--- src/rtl/vedic_mul4_seq.sv ---
// Iterative 4x4 unsigned Urdhva Tiryakbhyam multiplier: one product column per clock, LSB first,
// with a 2-bit running carry. Column parity comes from a NOR-built XOR/XNOR cell chain.
module vedic_mul4_seq (
  input  logic       clk,
  input  logic       rst,
  input  logic       start,
  input  logic [3:0] a,
  input  logic [3:0] b,
  output logic [7:0] product,
  output logic       busy,
  output logic       done
);

  typedef enum logic [1:0] {StIdle, StRun, StDone} state_e;

  state_e      state_q, state_d;
  logic [3:0]  a_q, a_d, b_q, b_d;
  logic [2:0]  col_q, col_d;
  logic [1:0]  carry_q, carry_d;
  logic [6:0]  acc_q, acc_d;
  logic [7:0]  product_q, product_d;
  logic        busy_q, busy_d;
  logic        done_q, done_d;

  logic [3:0]  pp;
  logic [2:0]  count;
  logic [1:0]  half;
  logic        parity;

  // Four-NOR XNOR cell; XOR is the same cell followed by a NOR inverter.
  function automatic logic nor_xnor(input logic x, input logic y);
    logic n1, n2, n3;
    n1 = ~(x | y);
    n2 = ~(x | n1);
    n3 = ~(y | n1);
    return ~(n2 | n3);
  endfunction

  function automatic logic nor_xor(input logic x, input logic y);
    logic xn;
    xn = nor_xnor(x, y);
    return ~(xn | xn);
  endfunction

  // Crosswise partial products for the current column.
  always_comb begin
    pp = '0;
    for (int i = 0; i < 4; i++) begin
      int j;
      j = int'(col_q) - i;
      if (j >= 0 && j <= 3) pp[i] = a_q[i] & b_q[j[1:0]];
    end
  end

  always_comb begin
    count  = {2'b00, pp[0]} + {2'b00, pp[1]} + {2'b00, pp[2]} + {2'b00, pp[3]};
    half   = 2'((count + {1'b0, carry_q}) >> 1);
    parity = nor_xor(nor_xor(nor_xor(pp[0], pp[1]), nor_xor(pp[2], pp[3])), carry_q[0]);
  end

  always_comb begin
    state_d   = state_q;
    a_d       = a_q;
    b_d       = b_q;
    col_d     = col_q;
    carry_d   = carry_q;
    acc_d     = acc_q;
    product_d = product_q;
    busy_d    = busy_q;
    done_d    = 1'b0;
    unique case (state_q)
      StIdle: begin
        if (start) begin
          a_d     = a;
          b_d     = b;
          col_d   = '0;
          carry_d = '0;
          acc_d   = '0;
          busy_d  = 1'b1;
          state_d = StRun;
        end
      end
      StRun: begin
        acc_d[col_q] = parity;
        carry_d      = half;
        if (col_q == 3'd6) begin
          // Register the result now so it is visible throughout the DONE cycle.
          product_d = {half[0], parity, acc_q[5:0]};
          done_d    = 1'b1;
          state_d   = StDone;
        end else begin
          col_d = col_q + 3'd1;
        end
      end
      StDone: begin
        busy_d  = 1'b0;
        state_d = StIdle;
      end
      default: state_d = StIdle;
    endcase
  end

  always_ff @(posedge clk) begin
    if (rst) begin
      state_q   <= StIdle;
      a_q       <= '0;
      b_q       <= '0;
      col_q     <= '0;
      carry_q   <= '0;
      acc_q     <= '0;
      product_q <= '0;
      busy_q    <= 1'b0;
      done_q    <= 1'b0;
    end else begin
      state_q   <= state_d;
      a_q       <= a_d;
      b_q       <= b_d;
      col_q     <= col_d;
      carry_q   <= carry_d;
      acc_q     <= acc_d;
      product_q <= product_d;
      busy_q    <= busy_d;
      done_q    <= done_d;
    end
  end

  assign product = product_q;
  assign busy    = busy_q;
  assign done    = done_q;

endmodule

--- config.mk ---
export PLATFORM = sky130hd
export DESIGN_NAME = vedic_mul4_seq
export DESIGN_NICKNAME = d
export VERILOG_FILES = /design/src/rtl/vedic_mul4_seq.sv
export SDC_FILE = /design/constraint.sdc
export NUM_CORES = 1
export LEC_CHECK = 0
export BUFFER_PORTS_ARGS = -buffer_cell sky130_fd_sc_hd__buf_2
export CAP_MARGIN = 20
export CELL_PAD_IN_SITES_DETAIL_PLACEMENT = 1
export CELL_PAD_IN_SITES_GLOBAL_PLACEMENT = 1
export CORE_MARGIN = 1
export CORE_UTILIZATION = 42
export DETAILED_ROUTE_END_ITERATION = 8
export GPL_TIMING_DRIVEN = 0
export HOLD_SLACK_MARGIN = 0.08
export PLACE_DENSITY_LB_ADDON = 0.3
export SYNTH_ARGS = -nofsm -noshare
export SYNTH_HDL_FRONTEND = slang
export SYNTH_SLANG_ARGS = --single-unit
--- constraint.sdc ---
create_clock -name clk -period 3.63 [get_ports clk]
set_input_delay 0.363 -clock clk [delete_from_list [all_inputs] [get_ports clk]]
set_output_delay 0.363 -clock clk [all_outputs]
set_load 0.005 [all_outputs]
==> results.yml <==
status:
  status: "finished, final reports clean"
sta:
  fmax_mhz: 326
  period_share: 0.845
  post-route-min-period_ns: 3.07
  skew_ns: 0.00318
  setup_violations: 0
  slew_headroom: 0.589
  setup_tns_ns: 0
  tightest_slew_ns: 0.612
  slew_violations: 0
  grt_setup_unrepaired: "no"
  finalHoldViolCount: 0
floorplan:
  core-area_um2: 3690
  start_util: 0.438
  die_w_um: 64.0
  rows: 22
  die_area_um2: 4100
  io_pins: 21
  fp.dieH_um: 64.0
global_routing:
  grt_max_degree: 11
  grt_pass1_vias: 1426
  grt_overflow: 0
  track_usage: 0.212
  antenna_found_initial: 0
  grt_pass1_wl_um: 6580
place:
  place_area_um2: 1770
  dp_hpwl_um: 3080
  numPortBuffers: 19
  gp_congestion: 0.871
  placed_cells: 261
clocking:
  cts_resized: 0
  clk_latency_ns: 0.28
  cts_tree: "yes"
  clock_path_buffers: 2
  cts_root_buffer: "clkbuf_8"
  postCtsHoldBufs: 0
  h-tree-depth: 2
  cts_sinks: 31
  post-cts-setup-buffers: 0
  numCtsBuffers: 5
  clkSlewWorstSetupHoldPaths_ns: 0.06
power_and_ir_drop:
  p_leak_uw: 0.000717
  power.density_nw_per_um2: 385
  peakVddDrop_uv: 304
synthesis:
  ys_ff_latch: 31
  synth_flop_cell: "dfxtp_1"
  synth_top_area_share: 0.384
  syn-cell-area_um2: 1620
  synth-edff-count: 0
  postSynthAreaPerCell_um2: 8.33
  syn_inst: 194
  synth-async-reset-ratio: 0
  synth_common_cells: "nand2_1 (38), dfxtp_1 (31), a21oi_1 (17), nor2_1 (17), nand3_1 (11)"
  yosysMostFrequentCell: "nand2_1"
  synth_top_area_cell: "dfxtp_1"
  synth_cell_type_count: 33
  synth_area_leaders: "dfxtp_1 (38%), nand2_1 (8.8%), ha_1 (7.0%), a21oi_1 (5.3%), nor2_1 (3.9%)"
  yosysSeqAreaShare: 0.384
  syn_nets: 216
  yosys_warnings: 0
setup_path:
  required_ns: 3.79
  crit_path_max_incr_delay_ns: 0.53
  critPathMaxFanout: 10
  startpoint_type: "register"
  timing.rr.start: "col_q[0]"
  cp.arrival_ns: 3.22
  cp_cell_sequence: "buf_2 > mux4_2 > nand3_1 > inv_1 > fa_1 > ha_1 > a31oi_1 > fa_1 > nor2_1 > a31oi_1 > nor2_1"
  endpoint_kind: "register"
  crit_slowest_cell: "fa_1"
  crit_start: "col_q[0]"
  worstSetupPathType: "reg -> reg"
drt:
  route.detailed.drc: 0
  detail-route-antenna-nets: 0
  drt-vias-per-instance: 5.36
  route.final.wire_length_um: 3870
  wl_per_cell_um: 14.4
  vias: 1443
  dr.pass1.iters: 4
  drtIter0Drc: 36
finish:
  final_area_um2: 1850
  syn_to_final_growth_pct: 14.6
  drive_above_1_share: 0.163
  antenna_cells: 0
  final_cells: 269
  fin_nets: 242
run:
  max_cap_viol_count: 0
min_path:
  min-delay-start: "b[1]"
  min_path_type: "in -> reg"
==> cells by family after synthesis <==
family                     after synthesis  synth area share
DFF                                     31             0.384
muxes                                    9            0.0728
adders and majority gates               11            0.0944
buffers and inverters                   18            0.0449
xor gates and xnor gates                 5            0.0271
and+or+nand+nor                         80             0.219
AOI/OAI and AO/OA                       40             0.158
==> critical path, delay by kind of cell, from the launching register on <==
| family | cells | cell delay, ns |
|---|---|---|
| adders and majority gates | 3 | 1.30 |
| DFF | 1 | 0.48 |
| buffers and inverters | 2 | 0.37 |
| muxes | 1 | 0.32 |
| AOI/OAI and AO/OA | 2 | 0.23 |
| and+or+nand+nor | 3 | 0.23 |
==> cells in the final DEF, fill, tap and decap left out, types with 2 or more instances in the layout <==
master and instances:
buf_2 20, mux2_2 2, o221ai_1 2, nor2_1 17
ha_1 9, nand3_1 11, nor2b_1 5, mux2i_1 5
xor2_1 2, clkbuf_1 10, o31ai_1 7, inv_1 7
a211oi_1 4, a31oi_1 4, nand2b_1 2, clkbuf_8 5
xnor2_1 3, o21ai_0 3, fa_1 2, a21oi_1 17
nand2_1 38, mux4_2 2, dfxtp_1 31, nor3_1 2
==> stage by stage <==
stage	util	hold WS [ns]	setup slack, ns	power [µW]
2_1_floorplan	-	0.427	0.875	435
3_3_place_gp	0.480	0.439	0.654	456
3_5_place_dp	0.480	0.450	0.592	464
4_1_cts	0.502	0.316	0.585	720
5_1_grt	0.502	0.339	0.453	754
6_report	0.502	0.315	0.563	714
==> power breakdown <==
| part | internal, µW | leakage [µW] | switching (µW) |
|---|---|---|---|
| logic | 36.9 | 0.000423 | 57.0 |
| clock network | 134 | 0.0000422 | 124 |
| registers | 350 | 0.000252 | 12.1 |
==> registers in the layout, summed over array words and instances, names as in the netlist <==
signal	cells
acc_q	6
state_q	2
busy	1
carry_q	2
done	1
product	8
a_q	4
col_q	3
b_q	4
==> layer usage <==
metal / wire (µm) / global-route usage / vias up
met5: 0 / 0 / -
met4: 52 / 0.0597 / 0
met3: 121 / 0.0536 / 5
met2: 2090 / 0.407 / 25
met1: 1610 / 0.223 / 696
li1: - / - / 717
==> final timing paths <==
path,cells past startpoint,endpoint,slack (ns)
worst max-delay path,11,carry_q[0],0.56
worst min-delay path,3,b_q[1],0.31
worst max register to register,11,carry_q[0],0.56
worst min register to register,2,product[4],0.45
==> final cells by class <==
type	instances	area [µm²]
tap	48	60.1
sequential	31	621
timing repair buffer	19	95.1
buffer	10	42.5
clock inverter	1	5.00
fill	473	1840
clock buffer	7	76.3
inverter	8	30.0
multi-input combinational	145	923
Power figures use the tool's default switching activity.
